<file path="src/rtl/match_timer_if.sv">
// Load channel for match_timer: period/compare values offered with a valid/ready handshake.
interface match_timer_if #(
    parameter int unsigned WIDTH = 8
);
    logic             load_valid;
    logic             load_ready;
    logic [WIDTH-1:0] load_period;
    logic [WIDTH-1:0] load_cmp;

    modport master (
        output load_valid,
        output load_period,
        output load_cmp,
        input  load_ready
    );

    modport slave (
        input  load_valid,
        input  load_period,
        input  load_cmp,
        output load_ready
    );
endinterface

</file>
<file path="src/rtl/match_timer.sv">
// Programmable up-counter with registered match/wrap pulses, sticky irq and double-buffered reload.
// Optional PWM output enabled by defining MATCH_TIMER_PWM_EN.
module match_timer #(
    parameter int unsigned WIDTH = 8
) (
    input  logic             clk,
    input  logic             nReset,
    input  logic             en,
    input  logic             one_shot,
    match_timer_if.slave     load,
    input  logic             irq_clr,
    output logic [WIDTH-1:0] count,
    output logic             match,
    output logic             wrap,
    output logic             busy,
    output logic             irq,
    output logic             pwm_out
);

    typedef enum logic [1:0] {
        IDLE,
        RUN,
        DONE
    } state_t;

    state_t           state_q, state_d;
    logic [WIDTH-1:0] count_q, count_d;
    logic [WIDTH-1:0] period_q, cmp_q;
    logic [WIDTH-1:0] period_sh, cmp_sh;
    logic             pending_q;
    logic             mode_q;
    logic             match_q, wrap_q, irq_q;
    logic             step, hit, do_wrap, accept;

    always_comb begin
        state_d = state_q;
        count_d = count_q;
        step    = (state_q == RUN) && en;
        hit     = step && (count_q == cmp_q);
        do_wrap = step && (count_q == period_q);
        accept  = load.load_valid && !pending_q;
        case (state_q)
            IDLE: begin
                count_d = '0;
                if (en && (period_q != '0)) begin
                    state_d = RUN;
                end
            end
            RUN: begin
                if (en) begin
                    if (count_q == period_q) begin
                        count_d = '0;
                        if (mode_q) begin
                            state_d = DONE;
                        end
                    end else begin
                        count_d = count_q + WIDTH'(1);
                    end
                end
            end
            DONE: begin
                count_d = '0;
                if (!en) begin
                    state_d = IDLE;
                end
            end
            default: begin
                state_d = IDLE;
                count_d = '0;
            end
        endcase
    end

    always_ff @(posedge clk) begin
        if (!nReset) begin
            state_q   <= IDLE;
            count_q   <= '0;
            period_q  <= '0;
            cmp_q     <= '0;
            period_sh <= '0;
            cmp_sh    <= '0;
            pending_q <= 1'b0;
            mode_q    <= 1'b0;
            match_q   <= 1'b0;
            wrap_q    <= 1'b0;
            irq_q     <= 1'b0;
        end else begin
            state_q <= state_d;
            count_q <= count_d;
            match_q <= hit;
            wrap_q  <= do_wrap;
            irq_q   <= hit | (irq_q & ~irq_clr);
            if ((state_q == IDLE) && (state_d == RUN)) begin
                mode_q <= one_shot;
            end
            // accept implies !pending_q, so a wrap-cycle load lands in the shadow for the next wrap
            if (do_wrap && pending_q) begin
                period_q  <= period_sh;
                cmp_q     <= cmp_sh;
                pending_q <= 1'b0;
            end
            if (accept) begin
                if (state_q == RUN) begin
                    period_sh <= load.load_period;
                    cmp_sh    <= load.load_cmp;
                    pending_q <= 1'b1;
                end else begin
                    period_q <= load.load_period;
                    cmp_q    <= load.load_cmp;
                end
            end
        end
    end

`ifdef MATCH_TIMER_PWM_EN
    logic pwm_q;

    always_ff @(posedge clk) begin
        if (!nReset) begin
            pwm_q <= 1'b0;
        end else begin
            pwm_q <= (state_q == RUN) && (count_q < cmp_q);
        end
    end

    assign pwm_out = pwm_q;
`else
    assign pwm_out = 1'b0;
`endif

    assign load.load_ready = !pending_q;
    assign count           = count_q;
    assign match           = match_q;
    assign wrap            = wrap_q;
    assign busy            = (state_q != IDLE);
    assign irq             = irq_q;

endmodule

</file>
<file path="src/flat_wrapper.sv">
// flat-port wrapper written by rule: the top's interface ports become plain ports
module match_timer_flat 
#(
    parameter int unsigned WIDTH = 8
)
  (clk, nReset, en, one_shot, irq_clr, count, match, wrap, busy, irq, pwm_out, load_load_valid, load_load_period, load_load_cmp, load_load_ready);
  match_timer_if #(.WIDTH(WIDTH)) load_i ();
  input  logic clk;
  input  logic nReset;
  input  logic en;
  input  logic one_shot;
  input  logic irq_clr;
  output logic [WIDTH-1:0] count;
  output logic match;
  output logic wrap;
  output logic busy;
  output logic irq;
  output logic pwm_out;
  input wire logic [$bits(load_i.load_valid)-1:0] load_load_valid;
  input wire logic [$bits(load_i.load_period)-1:0] load_load_period;
  input wire logic [$bits(load_i.load_cmp)-1:0] load_load_cmp;
  output wire logic [$bits(load_i.load_ready)-1:0] load_load_ready;
  assign load_i.load_valid = load_load_valid;
  assign load_i.load_period = load_load_period;
  assign load_i.load_cmp = load_load_cmp;
  assign load_load_ready = load_i.load_ready;
  match_timer #(.WIDTH(WIDTH)) u_core (.clk(clk), .nReset(nReset), .en(en), .one_shot(one_shot), .load(load_i), .irq_clr(irq_clr), .count(count), .match(match), .wrap(wrap), .busy(busy), .irq(irq), .pwm_out(pwm_out));
endmodule
</file>
<file path="config.mk">
export PLATFORM = sky130hd
export DESIGN_NAME = match_timer_flat
export DESIGN_NICKNAME = d
export VERILOG_FILES = /design/src/rtl/match_timer_if.sv /design/src/rtl/match_timer.sv /design/src/flat_wrapper.sv
export SDC_FILE = /design/constraint.sdc
export NUM_CORES = 1
export LEC_CHECK = 0
export CORE_MARGIN = 2
export CORE_UTILIZATION = 54
export CTS_CLUSTER_SIZE = 40
export DETAILED_ROUTE_END_ITERATION = 7
export GPL_ROUTABILITY_DRIVEN = 0
export PLACE_DENSITY = 0.8
export SYNTH_ARGS = -nofsm -noshare
export SYNTH_HDL_FRONTEND = slang
export SYNTH_SLANG_ARGS = --single-unit
export TNS_END_PERCENT = 20
</file>
<file path="constraint.sdc">
create_clock -name clk -period 2.1 [get_ports clk]
set_input_delay 0.42 -clock clk [delete_from_list [all_inputs] [get_ports clk]]
set_output_delay 0.42 -clock clk [all_outputs]
set_load 0.02 [all_outputs]
</file>
# Yosys cells after proc, flatten, opt, wreduce, memory -nomap -nowiden
# Cells that the tools add are included.
[totals] register_bits=47 in_bits=22 out_inout_bits=14 word_cells=49
[op_classes] addsub=1 n_eq_ne=5 mux=16 n_bitwise=3 n_reduce_logical=13
[ops] cell="$mux 8" n=7
[ops] cell="$eq 8x8->1" n=2
[ops] cell="$mux 2" n=5
[ops] cell="$add 8x1->8 const B" n=1
[ops] cell="$reduce_bool 8->1" n=1
[ops] cell="$logic_and 1x1->1" n=7
[ops] cell="$pmux 2 s3" n=1
[ops] cell="$eq 2x1->1 const B" n=2
[ops] cell="$reduce_and 2->1" n=2
[ops] cell="$mux 1" n=3
[ops] cell="$eq 2x2->1 const B" n=1
[ops] cell="$logic_not 2->1" n=1
[ops] cell="$reduce_bool 2->1" n=1
[ops] cell="$and 1x1->1" n=1
[ops] cell="$logic_not 1->1" n=1
[ops] cell="$not 1->1" n=1
[ops] cell="$or 1x1->1" n=1

# Logic depth before layout (Yosys ltp)
# Gate-level depths: netlist of run 1.
[logic_depth] depth_word=7 ltp_mapped=7

# Worst setup path before layout of run 1
# No wires, ideal clock.
[synth_timing] kind="reg2reg" from="reg u_core.count_q[0] (netlist: u_core.count[0])" to="reg u_core.cmp_q[0]" setup_time_ns=0.137 t_arrival_ns=1.575 path_slack_ns=0.388 stages_incl_launch_ff=7 n_path_buf=2 period_less_slack_ns=1.712 cell_sequence="dfxtp_1 > buf_2 > xnor2_1 > nand4_1 > buf_6 > o31ai_2 > a31oi_1"
[synth_between] elab_chain_cells=6
[synth_rtl] item="from (decl)" line="match_timer.sv:27" source="logic [WIDTH-1:0] count_q, count_d;"
[synth_rtl] item="from (signal assigned)" line="match_timer.sv:89" source="count_q <= count_d;"
[synth_rtl] item="$eq 8x8->1 *" line="match_timer.sv:40" source="do_wrap = step && (count_q == period_q);"
[synth_rtl] item="$logic_and 1x1->1 *" line="match_timer.sv:40"
[synth_rtl] item="$logic_and 1x1->1 *" line="match_timer.sv:97" source="if (do_wrap && pending_q) begin"
[synth_rtl] item="$mux 8 *" line="match_timer.sv:97"
[synth_rtl] item="$mux 8" line="match_timer.sv:103" source="if (state_q == RUN) begin"
[synth_rtl] item="$mux 8 *" line="match_timer.sv:102" source="if (accept) begin"
[synth_rtl] item="to (signal assigned)" line="match_timer.sv:99" source="cmp_q <= cmp_sh;"
[synth_rtl] item="to (signal assigned)" line="match_timer.sv:109" source="cmp_q <= load.load_cmp;"
[synth_rtl] item="to (decl)" line="match_timer.sv:28" source="logic [WIDTH-1:0] period_q, cmp_q;"
# Mark *: on every way between the ends. The rest lies on a longest branch, timed or not.
# A chain may end at the register's enable or synchronous reset.

# Worst setup path in the final report of run 1
[layout_timing] from="reg u_core.state_q[0]" to="out busy"
[layout_between] elab_chain_cells=1
[layout_rtl] item="from (decl)" line="match_timer.sv:26" source="state_t state_q, state_d;"
[layout_rtl] item="from (signal assigned)" line="match_timer.sv:88" source="state_q <= state_d;"
[layout_rtl] item="$reduce_bool 2->1" line="match_timer.sv:135" source="assign busy = (state_q != IDLE);"
[layout_rtl] item="to (decl)" line="flat_wrapper.sv:16" source="output logic busy;"
# No other way between the ends.

==> results.sh, run 1 <==
export IMPL_maxCapViolCount=0
export IMPL_ir_drop_mv=0.498
export IMPL_core_area_um2=4320
export IMPL_synth_top_area_cell="dfxtp_1"
export IMPL_drv_slew=0
export IMPL_wl_per_cell_um=15.7
export IMPL_total_power_uw=2120
export IMPL_leakagePower_uw=0.000993
export IMPL_cp_max_fo=6
export IMPL_chipHeight_um=70.6
export IMPL_final_cell_mix="dfxtp_1, nand2_1, clkdlybuf4s50_1, nand4_1"
export IMPL_fin_crit_sh_pct=92.7
export IMPL_ys_seq_elements=47
export IMPL_grt_pass1_wl_um=9320
export IMPL_syn_avg_cell_area_um2=8.95
export IMPL_crit_type="reg -> out"
export IMPL_worst_ep_arrival_time_ns=1.53
export IMPL_synth_area_top_cells="dfxtp_1, nand2_1, xor2_1, nand4_1, a21boi_0"
export IMPL_cts_made_buffers=5
export IMPL_htreeDepth=2
export IMPL_setup_viol=0
export IMPL_crit_path_start_kind="flip-flop"
export IMPL_io_buffers=34
export IMPL_fin_cells=352
export IMPL_syn_to_final_growth_pct=20.0
export IMPL_num_rows=24
export IMPL_min_path_type="reg -> reg"
export IMPL_max_freq_mhz=514
export IMPL_async_reset_ff_share_pct=0
export IMPL_grt_max_degree=39
export IMPL_ctsResizeCount=0
export IMPL_initial_core_util_pct=55.5
export IMPL_hold_viol=0
export IMPL_dieArea_um2=4990
export IMPL_clk_latency_ns=0.30
export IMPL_vias_per_cell=5.92
export IMPL_grt_pass1_vias=1939
export IMPL_skew_ns=0.00933
export IMPL_antennaDiodeCount=0
export IMPL_clockRootBuffer="clkbuf_8"
export IMPL_drt_pass1_iter_count=4
export IMPL_vias=2084
export IMPL_nets=323
export IMPL_synth_warnings=0
export IMPL_dp_cells=345
export IMPL_die_x_um=70.6
export IMPL_drc=0
export IMPL_drive_gt1_share_pct=14.3
export IMPL_clockBufferDepth=2
export IMPL_grt_usage_pct=23.2
export IMPL_first_iter_violations=108
export IMPL_syn_cell_area_um2=2400
export IMPL_synth_edff_count=0
export IMPL_clkTransAtPathRegs_ns=0.08
export IMPL_postCtsSetupBuffers=0
export IMPL_hold_buffers=0
export IMPL_status="complete, no violations"
export IMPL_synth_top_area_share_pct=39.2
export IMPL_hpwlAfterDp_um=3780
export IMPL_period_needed_ns=1.95
export IMPL_grt_ovfl_total=0
export IMPL_n_fill_cell=376
export IMPL_worst_ep_required_time_ns=1.68
export IMPL_drtAntennaViolNets=0
export IMPL_cts_sinks=47
export IMPL_syn_instance_count=268
export IMPL_routed_wl_um=5530
export IMPL_powerDensity_nw_per_um2=736
export IMPL_io_pins=36
export IMPL_syn_nets=291
export IMPL_endpoint_kind="output pin"
export IMPL_synth_distinct_cells=40
export IMPL_cts_tree="done"
export IMPL_mostFrequentLayoutCell="dfxtp_1"
export IMPL_rsz0062_at_grt="no"
export IMPL_seq_area_frac_synth_pct=39.2
export IMPL_antenna_found_initial=0
export IMPL_ys_flop_type="dfxtp_1"
## power breakdown
part           switching (µW)  internal [µW]  leakage (µW)
clock                     303            349     0.0000513
sequential               52.6            951      0.000384
combinational             272            192      0.000558
## logic make-up after synthesis
family	count (synthesis)	share of synthesized area, %
DFF	47	39.2
AOI/OAI and AO/OA	70	20.9
muxes	2	0.835
buffers and inverters	27	7.04
adders and majority gates	1	0.522
and+or+nand+nor	97	22.9
other	1	0.156
xor gates and xnor gates	23	8.40
## stage by stage
stage / setup TNS (ns) / util (%) / hold slack, ns / setup WS (ns) / area (µm²)
6_report: 0 / 66.6 / 0.466 / 0.153 / 2880
5_1_grt: 0 / 66.6 / 0.502 / 0.120 / 2880
4_1_cts: 0 / 66.6 / 0.470 / 0.150 / 2880
3_5_place_dp: -0.0369 / 64.2 / 0.457 / -0.0353 / 2780
3_3_place_gp: 0 / 64.2 / 0.452 / 0.0733 / 2780
2_1_floorplan: 0 / - / 0.444 / 0.388 / 2400
## critical path, cell delays in order (launching register included)
cell and delay (ns):
dfxtp_1 0.36, or2_2 0.33, clkdlybuf4s50_1 0.54
## final cells by class
cell class,instances,area (µm²),area share (%)
repair buffers,50,473,16.4
inverters,2,7.51,0.261
flip-flops and latches,47,941,32.7
multi-input cells,194,1290,44.8
clock buffers,6,72.6,2.52
clock inverters,1,30.0,1.04
well taps,52,65.1,2.26
## worst paths after layout
| kind | start | to | slack (ns) | cells after the start |
|---|---|---|---|---|
| worst max-delay path | u_core.state_q[0]$_SDFF_PN0_ | busy | 0.15 | 2 |
| worst min-delay path | u_core.period_sh[6]$_SDFFE_PN0P_ | u_core.period_sh[6]$_SDFFE_PN0P_ | 0.47 | 2 |
| worst max register to register | u_core.count[7]$_SDFFE_PN0P_ | u_core.period_q[3]$_SDFF_PN0_ | 0.34 | 5 |
| worst min register to register | u_core.period_sh[6]$_SDFFE_PN0P_ | u_core.period_sh[6]$_SDFFE_PN0P_ | 0.47 | 2 |
## synthesized netlist by cell type (2+ instances only)
| cell | n |
|---|---|
| dfxtp_1 | 47 |
| nand2_1 | 38 |
| nand4_1 | 20 |
| a21boi_0 | 16 |
| a31oi_1 | 16 |
| o21ai_0 | 16 |
| xor2_1 | 15 |
| clkbuf_1 | 10 |
| nor3_2 | 9 |
| o31ai_2 | 9 |
| buf_2 | 8 |
| xnor2_1 | 8 |
| o31ai_1 | 7 |
| buf_6 | 5 |
| nand3_1 | 4 |
| a21oi_1 | 3 |
| and2_1 | 3 |
| and4_1 | 3 |
| nor2b_1 | 3 |
| nor4_1 | 3 |
| and3_1 | 2 |
| inv_1 | 2 |
| mux2i_1 | 2 |
| nand2b_1 | 2 |
| nor2_1 | 2 |
## metal layers
| metal | routed length, µm | part of all wire (%) | track usage (%) |
|---|---|---|---|
| met2 | 2560 | 46 | 36.0 |
| met1 | 2590 | 47 | 32.1 |
| met5 | 0 | 0 | 0 |
| met4 | 83 | 1.5 | 9.43 |
| met3 | 302 | 5.5 | 4.42 |
## flip-flops by register name (all words and copies together), names as in the netlist
register	flops
u_core.cmp_q	8
u_core.cmp_sh	8
u_core.count	8
u_core.irq	1
u_core.match	1
u_core.mode_q	1
u_core.pending_q	1
u_core.period_q	8
u_core.period_sh	8
u_core.state_q	2
u_core.wrap	1
Power figures use the tool's default switching activity.
==> run 2: changes to the inputs <==
- CTS_CLUSTER_SIZE: 40 -> not set
==> results of run 2 <==
The final DEF is identical to that of run 1; final timing and power are the same.
